--- config.mk ---
export PLATFORM = sky130hd
export DESIGN_NAME = slice_compare_seq_flat
export DESIGN_NICKNAME = d
export VERILOG_FILES = /design/src/rtl/slice_compare_seq_pkg.sv /design/src/rtl/slice_compare_seq_if.sv /design/src/rtl/slice_compare_seq_slice_cmp.sv /design/src/rtl/slice_compare_seq.sv /design/src/flat_wrapper.sv
export SDC_FILE = /design/constraint.sdc
export NUM_CORES = 1
export LEC_CHECK = 0
export CORE_MARGIN = 1
export CORE_UTILIZATION = 45
export CTS_BUF_LIST = sky130_fd_sc_hd__clkbuf_4 sky130_fd_sc_hd__clkbuf_8
export CTS_CLUSTER_DIAMETER = 60
export DETAILED_ROUTE_END_ITERATION = 16
export GPL_ROUTABILITY_DRIVEN = 0
export PLACE_DENSITY_LB_ADDON = 0.08
export SLEW_MARGIN = 5
export SYNTH_ARGS = -nofsm -noshare
export SYNTH_HDL_FRONTEND = slang
export SYNTH_SLANG_ARGS = --single-unit
--- constraint.sdc ---
create_clock -name clk -period 4.2 [get_ports clk]
set_input_delay 0.84 -clock clk [delete_from_list [all_inputs] [get_ports clk]]
set_output_delay 0.84 -clock clk [all_outputs]
set_load 0.01 [all_outputs]
--- src/rtl/slice_compare_seq_pkg.sv ---
// Shared types for the sequential slice comparator.
// Holds the FSM state encoding and the per-slice compare result type.
// No ports; imported by the interface users, the top and the slice comparator.
package cmp_pkg;

  typedef enum logic [1:0] {
    IDLE = 2'b00,
    RUN  = 2'b01,
    DONE = 2'b10
  } state_t;

  // Result of comparing one SLICE-bit chunk, A relative to B.
  typedef enum logic [1:0] {
    LT = 2'b00,
    EQ = 2'b01,
    GT = 2'b10
  } slice_res_t;

endpackage

--- src/rtl/slice_compare_seq_if.sv ---
// Request/result bundle between a requester and the sequential comparator.
// master drives start/a/b/signed_mode and observes busy/done/agreat/bgreat/equal.
// slave is the comparator side: samples the request, drives the result flags.
interface slice_compare_seq_if #(
  parameter int WIDTH = 16
);

  logic             start;
  logic [WIDTH-1:0] a;
  logic [WIDTH-1:0] b;
  logic             signed_mode;
  logic             busy;
  logic             done;
  logic             agreat;
  logic             bgreat;
  logic             equal;

  modport master (
    output start, a, b, signed_mode,
    input  busy, done, agreat, bgreat, equal
  );

  modport slave (
    input  start, a, b, signed_mode,
    output busy, done, agreat, bgreat, equal
  );

endinterface

--- src/rtl/slice_compare_seq_slice_cmp.sv ---
// Combinational unsigned compare of one SLICE-bit chunk.
// Ports: a_i, b_i (SLICE bits each) -> res_o (LT/EQ/GT of a_i versus b_i).
// Zero latency; no handshake.
module slice_cmp
  import cmp_pkg::*;
#(
  parameter int SLICE = 4
) (
  input  logic [SLICE-1:0] a_i,
  input  logic [SLICE-1:0] b_i,
  output slice_res_t       res_o
);

  always_comb begin
    res_o = EQ;
    if (a_i > b_i) begin
      res_o = GT;
    end else if (a_i < b_i) begin
      res_o = LT;
    end
  end

endmodule

--- src/rtl/slice_compare_seq.sv ---
// Sequential magnitude comparator: one SLICE-bit chunk per cycle, MSB slice first,
// stopping at the first differing slice. Ports: clk, rst_n, bus (slave side).
// Latency d+1 cycles from accept (d = slices examined); start ignored while busy.
module slice_compare_seq
  import cmp_pkg::*;
#(
  parameter int WIDTH = 16,
  parameter int SLICE = 4
) (
  input  logic                 clk,
  input  logic                 rst_n,
  slice_compare_seq_if.slave   bus
);

  localparam int NSLICE = WIDTH / SLICE;
  localparam int IDXW   = (NSLICE > 1) ? $clog2(NSLICE) : 1;
  localparam logic [IDXW-1:0] TOP_IDX = IDXW'(NSLICE - 1);

  state_t           state_q, state_d;
  logic [IDXW-1:0]  idx_q, idx_d;
  logic [WIDTH-1:0] a_q, a_d;
  logic [WIDTH-1:0] b_q, b_d;
  logic             sm_q, sm_d;
  logic             agreat_q, agreat_d;
  logic             bgreat_q, bgreat_d;
  logic             equal_q, equal_d;
  logic             done_q, done_d;
  logic             busy_q, busy_d;

  logic [SLICE-1:0] sl_a, sl_b;
  slice_res_t       sl_res;

  // Current slice of the captured operands. In signed mode the sign bit is
  // flipped on the top slice so two's-complement order becomes plain unsigned
  // (offset-binary) order; lower slices compare identically either way.
  always_comb begin
    sl_a = a_q[int'(idx_q) * SLICE +: SLICE];
    sl_b = b_q[int'(idx_q) * SLICE +: SLICE];
    if (sm_q && (idx_q == TOP_IDX)) begin
      sl_a[SLICE-1] = ~sl_a[SLICE-1];
      sl_b[SLICE-1] = ~sl_b[SLICE-1];
    end
  end

  slice_cmp #(
    .SLICE (SLICE)
  ) u_slice_cmp (
    .a_i   (sl_a),
    .b_i   (sl_b),
    .res_o (sl_res)
  );

  always_comb begin
    state_d  = state_q;
    idx_d    = idx_q;
    a_d      = a_q;
    b_d      = b_q;
    sm_d     = sm_q;
    agreat_d = agreat_q;
    bgreat_d = bgreat_q;
    equal_d  = equal_q;

    case (state_q)
      IDLE: begin
        if (bus.start) begin
          state_d  = RUN;
          a_d      = bus.a;
          b_d      = bus.b;
          sm_d     = bus.signed_mode;
          idx_d    = TOP_IDX;
          agreat_d = 1'b0;
          bgreat_d = 1'b0;
          equal_d  = 1'b0;
        end
      end
      RUN: begin
        case (sl_res)
          GT: begin
            agreat_d = 1'b1;
            state_d  = DONE;
          end
          LT: begin
            bgreat_d = 1'b1;
            state_d  = DONE;
          end
          default: begin
            // Slice equal: either the last slice settles equality, or move down.
            if (idx_q == '0) begin
              equal_d = 1'b1;
              state_d = DONE;
            end else begin
              idx_d = idx_q - 1'b1;
            end
          end
        endcase
      end
      DONE: begin
        state_d = IDLE;
      end
      default: begin
        state_d = IDLE;
      end
    endcase

    // Status flags are registered copies of the next state so every output
    // comes straight from a flop.
    done_d = (state_d == DONE);
    busy_d = (state_d != IDLE);
  end

  always_ff @(posedge clk or negedge rst_n) begin
    if (!rst_n) begin
      state_q  <= IDLE;
      idx_q    <= '0;
      a_q      <= '0;
      b_q      <= '0;
      sm_q     <= 1'b0;
      agreat_q <= 1'b0;
      bgreat_q <= 1'b0;
      equal_q  <= 1'b0;
      done_q   <= 1'b0;
      busy_q   <= 1'b0;
    end else begin
      state_q  <= state_d;
      idx_q    <= idx_d;
      a_q      <= a_d;
      b_q      <= b_d;
      sm_q     <= sm_d;
      agreat_q <= agreat_d;
      bgreat_q <= bgreat_d;
      equal_q  <= equal_d;
      done_q   <= done_d;
      busy_q   <= busy_d;
    end
  end

  assign bus.busy   = busy_q;
  assign bus.done   = done_q;
  assign bus.agreat = agreat_q;
  assign bus.bgreat = bgreat_q;
  assign bus.equal  = equal_q;

endmodule

--- src/flat_wrapper.sv ---
// flat-port wrapper written by rule: the top's interface ports become plain ports
module slice_compare_seq_flat import cmp_pkg::*;
#(
  parameter int WIDTH = 16,
  parameter int SLICE = 4
)
  (clk, rst_n, bus_start, bus_a, bus_b, bus_signed_mode, bus_busy, bus_done, bus_agreat, bus_bgreat, bus_equal);
  slice_compare_seq_if #(.WIDTH(WIDTH)) bus_i ();
  input  logic clk;
  input  logic rst_n;
  input wire logic [$bits(bus_i.start)-1:0] bus_start;
  input wire logic [$bits(bus_i.a)-1:0] bus_a;
  input wire logic [$bits(bus_i.b)-1:0] bus_b;
  input wire logic [$bits(bus_i.signed_mode)-1:0] bus_signed_mode;
  output wire logic [$bits(bus_i.busy)-1:0] bus_busy;
  output wire logic [$bits(bus_i.done)-1:0] bus_done;
  output wire logic [$bits(bus_i.agreat)-1:0] bus_agreat;
  output wire logic [$bits(bus_i.bgreat)-1:0] bus_bgreat;
  output wire logic [$bits(bus_i.equal)-1:0] bus_equal;
  assign bus_i.start = bus_start;
  assign bus_i.a = bus_a;
  assign bus_i.b = bus_b;
  assign bus_i.signed_mode = bus_signed_mode;
  assign bus_busy = bus_i.busy;
  assign bus_done = bus_i.done;
  assign bus_agreat = bus_i.agreat;
  assign bus_bgreat = bus_i.bgreat;
  assign bus_equal = bus_i.equal;
  slice_compare_seq #(.WIDTH(WIDTH), .SLICE(SLICE)) u_core (.clk(clk), .rst_n(rst_n), .bus(bus_i));
endmodule
======== Word level (Yosys, flattened, before mapping) ========
Index checks and enable logic that the tools add are counted.
operators by class
  add/subtract/negate cells ............... 1
  mux-type cells .......................... 20
  eq/ne operators ......................... 10
  shift-type cells ........................ 2
  reduce and logical (&&, ||, !) cells .... 12
  bitwise logic cells ..................... 2
  magnitude comparators ................... 2
operators by type and width
  operator             count
  $shiftx 16x5->4      2
  $mux 2               7
  $mux 1               8
  $pmux 2 s2           2
  $reduce_and 4->1     2
  $eq 2x2->1 const B   3
  $logic_not 2->1      3
  $ne 2x1->1 const B   3
  $ne 2x2->1 const B   3
  $pmux 1 s2           3
  $reduce_and 3->1     2
  $gt 4x4->1           1
  $lt 4x4->1           1
  $reduce_bool 2->1    2
  $eq 2x1->1 const B   1
  $not 1->1            2
  $reduce_and 2->1     1
  $reduce_or 2->1      1
  $sub 2x1->2 const B  1
  $logic_and 1x1->1    1
storage, ports and cells
  logic and storage cells ................. 59
  output and inout bits ................... 5
  input port bits ......................... 36
  bits in registers ....................... 42

======== Longest topological paths before layout ========
Gate-level depths: netlist (run 1).
  depth after elaboration ................. 11
  gate-level depth with buffers ........... 8
  mapped depth without buffers ............ 8

======== Cells and area by module ========
Synthesis (run 1) repeated with hierarchy kept, for this count alone.
unflattened totals
  cells, all modules ...................... 136
  area, all modules ....................... 1998.2 um^2
by module, submodules not included
  module             area an instance (um^2)  sequential area each (um^2)  cells an instance  times used
  slice_compare_seq  1890.6                   1051.0                       121                1
  slice_cmp          107.6                    0.0                          15                 1

======== Least setup slack after synthesis (run 1) ========
Ideal clock, no wire load.
  kind .................................... register to register
  start point ............................. reg u_core.idx_q[0]
  end point ............................... reg u_core.idx_q[1]
  path buffers ............................ 1
  arrival time ............................ 2.230 ns
  library setup time ...................... 0.122 ns
  stages on the path, launching flop included .. 9
  period minus slack after synthesis ...... 2.352 ns
  required time ........................... 4.078 ns
  path slack .............................. 1.848 ns
  cell sequence ........................... dfrtp_1 > buf_6 > mux4_2 > xnor2_1 > ha_1 > nand4_2 > a311oi_2 > nand4_1 > a21boi_1
on the way
  longest elaborated chain between the ends .. 10
  elaborated cells on any way between the ends .. 23
  classes of those cells .................. add/sub: 1; order compare: 2; eq/ne: 4; shift: 2; mux: 7; bitwise: 2; reduce/logical: 5
RTL lines
  what                                                  line                               RTL
  from (decl)                                           slice_compare_seq.sv:20            logic [IDXW-1:0] idx_q, idx_d;
  from (signal assigned)                                slice_compare_seq.sv:125           idx_q <= idx_d;
  $shiftx 16x5->4 (tied with other cells)               slice_compare_seq.sv:37            sl_a = a_q[int'(idx_q) * SLICE +: SLICE];
  $not 1->1 (tied with other cells)                     slice_compare_seq.sv:40            sl_a[SLICE-1] = ~sl_a[SLICE-1];
  $mux 1                                                slice_compare_seq.sv:39            if (sm_q && (idx_q == TOP_IDX)) begin
  $lt 4x4->1                                            slice_compare_seq_slice_cmp.sv:18  end else if (a_i < b_i) begin
  $mux 1                                                slice_compare_seq_slice_cmp.sv:18
  $mux 2                                                slice_compare_seq_slice_cmp.sv:16  if (a_i > b_i) begin
  $eq 2x2->1 / $logic_not 2->1 (equally long branches)  slice_compare_seq.sv:77            case (sl_res)
  $reduce_or 2->1 (no source line)                      --
  $ne 2x2->1 (no source line)                           --
  $reduce_and 4->1 (no source line)                     --
Parallel ways exist; a longest one is shown, timed or not. The select of a mux whose other input is x is not followed.
A chain may end at the register's enable or synchronous reset.

======== Worst setup path after layout (run 1) ========
  start point ............................. reg u_core.idx_q[0]
  end point ............................... reg u_core.idx_q[0]
The elaborated chain is that of the path after synthesis.

==> reports/metrics.yaml, run 1 <==
outcome:
  status: "finished clean"
finish:
  layout_commonest_cell: "nand2_1"
  fin_util: 0.598
  insertedDiodeCount: 0
  nets: 281
  drive_above_1_share: 0.0833
  mostFrequentLayoutCells: "nand2_1 (106), dfrtp_1 (42), clkdlybuf4s50_1 (39)"
  area_growth_syn_to_layout_pct: 25.6
floorplan:
  die_w_um: 67.8
  ios: 41
  die_h_um: 67.8
  design.die.area_um2: 4590
  rows: 23
  start_util: 0.476
  core_area_um2: 4090
timing:
  rsz0062_at_grt: "false"
  clock_skew_ps: 5.98
  finalHoldViolCount: 0
  period_minus_slack_ps: 2800
  drv_slew: 0
  fmax_mhz: 358
  setup_viol: 0
  finalCritPeriodShare: 0.666
  hold_ws_ps: 474
  worstMarginPinSlew_ps: 1190
  maxSlewHeadroom: 0.208
  tns_ps: 0
route:
  first_pass_iters: 4
  routed-via-count: 1426
  wirelength_um: 3710
  post-route-drc-count: 0
  ant_nets: 0
  avgViaCountPerCell: 4.92
  drt_iter0_markers: 140
  wl_per_cell_um: 12.8
logic_synthesis:
  yosys_warnings: 0
  syn-cell-area_um2: 1950
  synth.area.top_cells: "dfrtp_1 (54%), nand2_1 (20%), mux4_2 (9.3%)"
  yosysTopAreaCell: "dfrtp_1"
  yosysUniqueCellTypes: 24
  synth-seq-area-share: 0.540
  synthDominantCellAreaShare: 0.540
  ys_ff_latch: 42
  synth_nets: 244
  synth_cells: 202
  syn_avg_cell_area_um2: 9.63
pwr:
  total_power_mw: 1.68
  ir_worst_vdd_uv: 319
  cellPowerDensity_nw_per_um2: 689
  p_leak_nw: 1.24
setup_path:
  critPathCaptureType: "flop"
  crit_fanout: 12
  crit_required_ps: 4350
  criticalPathCategory: "flop to flop"
  startpoint: "u_core.idx_q[0]"
  crit_path_start_kind: "flop"
  worstPathArrival_ps: 2950
  r2r_start: "u_core.idx_q[0]"
cts:
  hold_buffers: 0
  post_cts_buffers: 0
  cts_tree: "done"
  clk_transition_reported_paths_ps: 70
  clock_path_buffers: 2
  htreeDepth: 2
  ctsResizeCount: 0
  cts_root_buf: "clkbuf_8"
  clk_latency_ps: 290
  cts.sink_count: 42
  numCtsBuffers: 5
global_route:
  antenna_found_initial: 0
  grt_util_all_layers: 0.190
  grt_start_max_net_pins: 43
  grt_util_met1: 0.226
  grt_pass1_wl_um: 6180
  grt_pass1_vias: 1420
  grt.overflow.total: 0
  gr-usage-met3: 0.0709
  met2_usage: 0.306
  busiest_layer: "met2"
placement:
  place_hpwl_um: 2590
  io_buffer_count: 40
min_path:
  hp-start: "u_core.b_q[11]"
  hold_path.class: "flop to flop"
flow_run:
  maxCapViolations: 0
worst max-delay path: stages (launching register included):
cell and delay (ps):
dfrtp_1 730, mux4_2 590, xor2_1 160, ha_1 330
nand4_2 150, a311oi_2 420, nand2_2 140, mux2i_1 130
sequential cells by signal (all words and copies together), names as in the netlist:
name	cells
u_core.a_q	16
u_core.b_q	16
u_core.bus.agreat	1
u_core.bus.bgreat	1
u_core.bus.busy	1
u_core.bus.done	1
u_core.bus.equal	1
u_core.idx_q	2
u_core.sm_q	1
u_core.state_q	2
cells in the mapped netlist:
cell type / count
a22o_1: 1
buf_2: 8
nand4_2: 1
nand4_1: 1
mux4_2: 8
nand2_2: 1
and2_1: 1
and2b_1: 1
nand2b_1: 3
nand2_1: 106
xnor2_1: 1
xor2_1: 1
inv_1: 6
a21oi_1: 2
clkbuf_1: 1
a311oi_2: 1
a32o_1: 1
o21ai_0: 1
buf_6: 1
dfrtp_1: 42
nor2_1: 6
a21boi_1: 1
ha_1: 6
mux2i_1: 1
final timing paths:
check                      slack [ps]         endpoint  cells after the start
setup / recovery                 1400  u_core.idx_q[0]                      7
hold / removal                    470   u_core.b_q[11]                      2
setup reg to reg                 1400  u_core.idx_q[0]                      7
hold reg to reg                   470   u_core.b_q[11]                      2
max in group asynchronous        2960   u_core.a_q[12]                      1
min in group asynchronous         680      u_core.sm_q                      1
final cells by class:
class	instances	area [um^2]
Fill cell	367	1640
Multi-Input combinational cell	144	817
Clock inverter	1	5.00
Sequential cell	42	1050
Timing Repair Buffer	40	395
Tap cell	50	62.6
Clock buffer	7	90.1
Inverter	6	22.5
stage by stage:
stage               worst slack [ps]  area, um^2  instances
detailed placement              1370        2350        282
global placement                1490        2350        282
floorplan                       1850        1950        202
CTS                             1370        2440        290
finish                          1400        2440        290
global route                    1200        2440        290
cells by family (layout without fill, tap and decap cells):
group           count (synthesis)  in the layout  synth area share
compound gates                  7              7            0.0289
mux                             9              9            0.0977
flops                          42             42             0.540
simple gates                  120            120             0.246
fa+ha+maj                       6              6            0.0386
buf+inv                        16             54            0.0399
xor+xnor                        2              2           0.00900
power breakdown:
group	internal (mW)	total, mW	switching (mW)
Sequential	0.586	0.699	0.113
Combinational	0.342	0.715	0.374
Clock	0.139	0.270	0.131
Total	1.07	1.68	0.618
routing by layer:
metal,wire (um),up-vias
met4,63,0
li1,-,711
met5,0,-
met3,180,9
met1,1710,672
met2,1760,34
Note: power is estimated with default switching activity, not from simulation.
==> run 2, diff against run 1 <==
clock period = 2.3 ns   (was 4.2 ns; I/O delays follow)
==> reports/metrics.yaml, run 2 (synthesis results as in run 1) <==
floorplan:
  core_area_um2: 4090
  die_h_um: 67.8
  die_w_um: 67.8
  start_util: 0.476
  ios: 41
  rows: 23
  design.die.area_um2: 4590
route:
  ant_nets: 0
  routed-via-count: 1459
  first_pass_iters: 4
  post-route-drc-count: 0
  wirelength_um: 3820
  wl_per_cell_um: 12.8
  drt_iter0_markers: 72
  avgViaCountPerCell: 4.88
setup_path:
  crit_cells: 7
  crit_fanout: 4
  rr_worst_depth: 7
  cpMaxStageDelayCell: "mux4_2"
  crit_path_start_kind: "flop"
  critPathCaptureType: "flop"
  criticalPathCategory: "flop to flop"
  reg2reg_to: "u_core.idx_q[1]"
  rrSetupSlack_ps: -10
  path_delay_family: "compound AO/OA/AOI/OAI gates"
  r2r_start: "u_core.idx_q[0]"
  crit_chain: "mux4_2 -> xor2_1 -> ha_1 -> a21oi_2 -> a311oi_4 -> nand4_1 -> a21boi_1"
  crit_buf_inv: 0
  worstPathArrival_ps: 2500
  slowest_delay_ps: 540
  crit_required_ps: 2480
timing:
  finalHoldViolCount: 0
  tns_ps: -14.5
  drv_slew: 0
  rsz0062_at_grt: "true"
  period_minus_slack_ps: 2310
  clock_skew_ps: 3.90
  fmax_mhz: 432
  fin_ws_ps: -14.5
  setup_viol: 1
  worstMarginPinSlew_ps: 912
  maxSlewHeadroom: 0.392
  finalCritPeriodShare: 1.01
flow_run:
  maxCapViolations: 0
cts:
  cts_root_buf: "clkbuf_8"
  cts.sink_count: 42
  cts_tree: "done"
  post_cts_buffers: 0
  hold_buffers: 0
  clk_transition_reported_paths_ps: 80
  clk_latency_ps: 300
  clock_path_buffers: 2
  numCtsBuffers: 5
  htreeDepth: 2
pwr:
  p_leak_nw: 1.28
  ir_worst_vdd_uv: 520
  total_power_mw: 3.39
  cellPowerDensity_nw_per_um2: 1320
finish:
  fin_util: 0.629
  nets: 290
  layout_commonest_cell: "nand2_1"
  mostFrequentLayoutCells: "nand2_1 (106), dfrtp_1 (41), clkdlybuf4s50_1 (39)"
  seqCellArea_um2: 1050
  fillers: 342
  layoutNonFillerInstCount: 299
  drive_above_1_share: 0.133
  largest_registers: "u_core.a_q: 16 flops, u_core.b_q: 16 flops"
  area_growth_syn_to_layout_pct: 32.1
  multi_input_area_um2: 856
  insertedDiodeCount: 0
outcome:
  violations: "negative setup slack"
  status: "finished with violations"
global_route:
  grt.overflow.total: 0
  antenna_found_initial: 0
  grt_pass1_wl_um: 6510
  grt_util_all_layers: 0.202
  grt_pass1_vias: 1481
  grt_start_max_net_pins: 43
min_path:
  hold_path.class: "input port to async pin"
placement:
  io_buffer_count: 40
  placed_cells_incl_taps: 291
  place_hpwl_um: 2730
  pre_cts_slack_ps: -80.9
run 2: timing repair:
| item | in CTS | in global routing |
|---|---|---|
| pin swaps | 1 | 1 |
| endpoints found under the setup margin | 4 | 4 |
| gates resized for setup | 3 | 3 |
run 2: where the power goes:
part / internal (mW) / total (mW) / switching (mW)
combinational: 0.767 / 1.57 / 0.807
clock: 0.303 / 0.551 / 0.248
sequential: 1.07 / 1.27 / 0.195
total: 2.14 / 3.39 / 1.25
run 2: through the flow:
stage	hold slack (ps)	area, um^2
global route	380	2570
floorplan	164	1950
CTS	329	2550
detailed placement	462	2420
finish	295	2570
global placement	455	2420
run 2: per-layer routing:
| layer | wire length [um] | track usage | up-vias |
|---|---|---|---|
| li1 | - | - | 731 |
| met1 | 1760 | 0.246 | 690 |
| met2 | 1840 | 0.329 | 30 |
| met3 | 128 | 0.0405 | 8 |
| met4 | 84 | 0.120 | 0 |
| met5 | 0 | 0 | - |
run 2: how the worst max path moves through the flow:
stage	startpoint	end	slack (ps)
5_1_grt	u_core.idx_q[0]	u_core.idx_q[1]	-110
4_1_cts	u_core.idx_q[0]	u_core.idx_q[1]	-10
3_3_place_gp	u_core.idx_q[0]	u_core.idx_q[1]	50
2_1_floorplan	u_core.idx_q[0]	u_core.idx_q[1]	-0.8
3_5_place_dp	u_core.idx_q[0]	u_core.idx_q[1]	-80
6_report	u_core.idx_q[0]	u_core.idx_q[1]	-10
run 2: area by class of cell:
class / instances / share of cell area
flip-flops and latches: 42 / 0.409
repair buffers: 49 / 0.182
clock buffers: 8 / 0.0428
inverters: 6 / 0.00876
well taps: 50 / 0.0243
multi-input cells: 144 / 0.333
==> edit 1: new RTL, settings of run 2 <==
Make the reset (`rst_n`) synchronous in one clocked block.
--- a/src/rtl/slice_compare_seq.sv
+++ b/src/rtl/slice_compare_seq.sv
@@ -110,3 +110,3 @@
 
-  always_ff @(posedge clk or negedge rst_n) begin
+  always_ff @(posedge clk) begin
     if (!rst_n) begin
Behaviour: differs if rst_n is asserted again (counterexample within 4 cycles, from zero or initial values and one cycle with rst_n low); with rst_n held inactive, the same outputs for 10 cycles.
==> edit 1 against run 2 <==
The run still ends with setup timing left; count of clock-buffer cells in the layout is 1 lower; area after synthesis rose by 0.51%; sequential cell count unchanged; total power down 35%; first-iteration DRC count decreased by 5.6%; cell area grew 3.3%; setup slack lost 0.037 ns; global-route usage is essentially flat; routed wire length is 4.9% higher.
==> edit 1: results (changes against run 2) <==
CLK_SHARE_PCT=3.583  # was 4.284%
POSTCTSRESIZEDCELLS=9  # was 3
WORST_HOLD_PATH_TYPE='flip-flop to flip-flop'  # was primary input to asynchronous set/reset pin
WORST-R2R-CELL-COUNT=9  # was 7
ROUTE.DETAILED.WL_PER_INST_UM=12.75  # was 12.76 um
NUM-CLOCK-BUFFERS=7  # was 8
LEADING_CELL_TYPES_BY_COUNT_AFTER_SYNTHESIS='sky130_fd_sc_hd__nand2_1, sky130_fd_sc_hd__dfxtp_1, sky130_fd_sc_hd__a21boi_0'  # was sky130_fd_sc_hd__nand2_1, sky130_fd_sc_hd__dfrtp_1, sky130_fd_sc_hd__buf_2, sky130_fd_sc_hd__mux4_2
SYNTH-ASYNC-RESET-RATIO_PCT=0  # was 100.0%
SYNTHDISTINCTLIBCELLS=31  # was 24
LARGEST_NET_DEGREE_AT_THE_START_OF_GLOBAL_ROUTING=21  # was 43
FAILED_CHECKS='setup timing'  # unchanged
CRITPATHARRIVALTIME_NS=2.55  # was 2.50 ns
GRT_PASS1_WL_MM=6.789  # was 6.506 mm
FINAL-NONCLK-BUF-SHARE_PCT=19.90  # was 18.16%
PLACED_CELLS=305  # was 291
TIMING.FINAL.WS_SETUP_NS=-0.05168  # was -0.01455 ns
POSTSYNTHCELLCOUNT=213  # was 202
SUM_OF_NEGATIVE_SETUP_SLACK_NS=-0.1532  # was -0.01455 ns
SYNTH_SEQ_AREA_SHARE_PCT=42.99  # was 54.02%
LEAKAGE_nW=1.000  # was 1.283 nW
FINAL.HOLD.WORST_SLACK_NS=0.4629  # was 0.2949 ns
DP_HPWL_MM=2.854  # was 2.734 mm
MAX_SLEW.WORST_PIN.SLEW_NS=0.5405  # was 0.9125 ns
SYNTH_NETS=255  # was 244
POST-ROUTE-CELL-AREA_UM2=2654  # was 2570 um^2
REG2REG_SLACK_NS=-0.05  # was -0.01 ns
STATUS='finished, violations left'  # unchanged
GRT_USAGE_PCT=20.17  # was 20.19%
MULTI_INPUT_AREA_SHARE_PCT=41.30  # was 33.30%
CRIT_PATH_END='u_core.bus.equal'  # was u_core.idx_q[1]
FINALSETUPVIOLCOUNT=5  # was 1
SIGNAL_BUFFERS=56  # was 49
NUM-MULTI-INPUT-GATES=151  # was 144
PLACEDINSTANCEAREA_UM2=2462  # was 2420 um^2
FINAL_ROUTED_WIRELENGTH_MM=4.003  # was 3.815 mm
edit 1: cell types whose count changed in the layout (fill, tap and decap cells not counted), sizes merged, moves of 3 or more:
cell    delta
nand2     -37
dfrtp     -42
a21boi    +32
buf        +6
nor2b      +3
dfxtp     +42
edit 1: layer usage:
layer,GRT usage [%],up-vias,share of wire (%)
li1,-,821,-
met1,26.26,720,48
met2,31.37,25,47
met3,6.167,7,3.7
met4,7.031,0,1.4
met5,0,-,0
edit 1: kinds of logic (layout without fill, tap and decap cells):
family	after synthesis	after routing	synth area share, %
AND/OR/NAND/NOR	87	87	18.94
AO/OA/AOI/OAI	48	48	19.07
flip-flops	42	42	42.99
buffers and inverters	20	71	5.054
multiplexers	8	8	9.213
XOR/XNOR	2	2	0.8959
adder cells (fa/ha/maj)	6	6	3.839
edit 1: power by group:
group	internal, mW	switching, mW
clock network	0.254	0.247
logic	0.440	0.390
registers	0.820	0.0626
==> edit 2: new RTL, settings of run 2 <==
Made on the original files. `SLICE` is set to 4 in 3 places; all go to 8.
--- a/src/rtl/slice_compare_seq_slice_cmp.sv
+++ b/src/rtl/slice_compare_seq_slice_cmp.sv
@@ -6,3 +6,3 @@
 #(
-  parameter int SLICE = 4
+  parameter int SLICE = 8
 ) (
--- a/src/rtl/slice_compare_seq.sv
+++ b/src/rtl/slice_compare_seq.sv
@@ -7,3 +7,3 @@
   parameter int WIDTH = 16,
-  parameter int SLICE = 4
+  parameter int SLICE = 8
 ) (
--- a/src/flat_wrapper.sv
+++ b/src/flat_wrapper.sv
@@ -4,3 +4,3 @@
   parameter int WIDTH = 16,
-  parameter int SLICE = 4
+  parameter int SLICE = 8
 )
Check against the original RTL: not equivalent (Yosys sat finds a counterexample within 4 cycles, from zero or initial values and one cycle with rst_n low).
==> edit 2 against run 2 <==
Sequential cell count shrank 1; cell area is 1.3% lower; total power down 29%; first-iteration DRC count shrank 56%; critical path depth stayed put; routed wire length shrank 4.1%; cell count is 21% lower; setup slack improved by 0.12 ns; area after synthesis down 0.32%.
==> edit 2: results (changes against run 2) <==
STATUS='finished clean'  # was finished, violations left
PLACE_WS_NS=0.006472  # was -0.08090 ns
CRIT_START='u_core.idx_q'  # was u_core.idx_q[0]
YS_TOP_CELLS_BY_AREA='sky130_fd_sc_hd__dfrtp_1, sky130_fd_sc_hd__mux2_2, sky130_fd_sc_hd__ha_1, sky130_fd_sc_hd__mux2i_1, sky130_fd_sc_hd__a2111oi_4'  # was sky130_fd_sc_hd__dfrtp_1, sky130_fd_sc_hd__nand2_1, sky130_fd_sc_hd__mux4_2, sky130_fd_sc_hd__ha_1, sky130_fd_sc_hd__buf_2
CPPEAKSTAGEDELAY_NS=0.43  # was 0.54 ns
SLEW_HEADROOM_PCT=40.63  # was 39.17%
ROUTED_VIA_DENSITY=5.249  # was 4.880
DRT-INITIAL-DRC-COUNT=32  # was 72
REG2REG_SLACK_NS=0.10  # was -0.01 ns
TIMING.CRITICAL_PATH.SLOWEST_STAGE_CELL='sky130_fd_sc_hd__dfrtp_2'  # was sky130_fd_sc_hd__mux4_2
SYNTHDISTINCTLIBCELLS=30  # was 24
CRIT_PATH_END='u_core.bus.agreat'  # was u_core.idx_q[1]
LARGEST_NET_DEGREE_AT_THE_START_OF_GLOBAL_ROUTING=42  # was 43
PLACEDINSTANCEAREA_UM2=2416  # was 2420 um^2
CRITICAL_PATH_PEAK_FANOUT=13  # was 4
LEAKAGE_nW=1.108  # was 1.283 nW
GRT_PASS1_WL_MM=5.865  # was 6.506 mm
SWITCHING_POWER_mW=0.7710  # was 1.250 mW
LEADING_CELL_TYPES_BY_COUNT_AFTER_SYNTHESIS='sky130_fd_sc_hd__dfrtp_1, sky130_fd_sc_hd__mux2_2, sky130_fd_sc_hd__ha_1'  # was sky130_fd_sc_hd__nand2_1, sky130_fd_sc_hd__dfrtp_1, sky130_fd_sc_hd__buf_2, sky130_fd_sc_hd__mux4_2
LAYOUT_TOP_REGISTERS='u_core.a_q x16, u_core.b_q x16, u_core.state_q x2'  # was u_core.a_q x16, u_core.b_q x16
DRIVE_ABOVE_1_SHARE_PCT=33.69  # was 13.25%
VIAS_IN_THE_FIRST_GLOBAL_ROUTE=1285  # was 1481
FINAL_ROUTED_WIRELENGTH_MM=3.660  # was 3.815 mm
TOTAL_NUMBER_OF_NETS_IN_THE_FINAL_DESIGN=230  # was 290
SKEW_NS=0.006683  # was 0.003902 ns
CRITPATHARRIVALTIME_NS=2.38  # was 2.50 ns
==> edit 2: cell types whose count changed in the layout (fill, tap and decap cells not counted), sizes merged, moves of 4 or more <==
cell	delta
buf	-4
mux2i	+6
mux4	-8
inv	-6
mux2	+40
nand2	-105
==> edit 2: logic make-up (layout without fill, tap and decap cells) <==
kind of cell | Yosys count | after routing | share of synthesized area, %
fa+ha+maj | 8 | 8 | 5.161
compound gates | 18 | 18 | 7.226
simple gates | 18 | 18 | 5.355
mux | 47 | 47 | 26.84
buf+inv | 5 | 53 | 1.612
xor+xnor | 2 | 2 | 0.9034
flops | 41 | 41 | 52.90
==> edit 2: through the flow <==
step	setup TNS [ns]	std cells	hold WS (ns)
5_1_grt	-0.004815	237	0.3656
2_1_floorplan	0	139	0.1644
6_report	0	237	0.2864
3_3_place_gp	0	229	0.4580
4_1_cts	0	237	0.3170
3_5_place_dp	0	229	0.4682
==> edit 2: routing by layer <==
layer	wire, um	global-route usage [%]	share of wire, %
met5	0	0	0
met4	58	7.979	1.6
met3	197	5.574	5.4
met2	1704	28.96	47
met1	1698	22.63	46
==> edit 2: repair_timing <==
action                     in CTS  in global routing
hold buffers                    0                  0
pin swaps                       0                  1
gates resized for setup         1                  6
setup buffers                   0                  0
setup endpoints to repair       1                  5
hold endpoints to repair        0                  0
==> edit 2: critical path, delay by kind of cell, from the launching register on <==
kind / cells / cell delay (ns)
AOI/OAI and AO/OA: 3 / 0.74
and+or+nand+nor: 1 / 0.12
DFF: 1 / 0.43
muxes: 1 / 0.37
buffers and inverters: 1 / 0.16
adders and majority gates: 1 / 0.24
==> edit 2: final cells by class <==
type                       count  area, um^2
fill                         310        1521
clock buffer                   6       76.32
sequential                    41        1027
multi-input combinational     93       914.6
clock inverter                 2       10.01
timing repair buffer          45       445.4
tap                           50       62.56
==> edit 2: power groups by stage <==
stage / combinational [mW] / sequential, mW / clock (mW)
after floorplan: 0.595 / 1.04 / 0
after global placement: 0.808 / 1.06 / 0
after detailed placement: 0.852 / 1.07 / 0
after CTS: 0.870 / 1.06 / 0.485
after global routing: 1.01 / 1.08 / 0.516
final: 0.903 / 1.06 / 0.460
==> edit 2: worst min path at each step <==
stage,from,end,slack (ns)
after global placement,u_core.state_q[1],u_core.bus.busy,0.46
final,rst_n,u_core.a_q[13],0.29
after floorplan,rst_n,u_core.a_q[0],0.16
after detailed placement,u_core.state_q[1],u_core.bus.busy,0.47
after global routing,rst_n,u_core.a_q[12],0.37
after CTS,rst_n,u_core.a_q[13],0.32
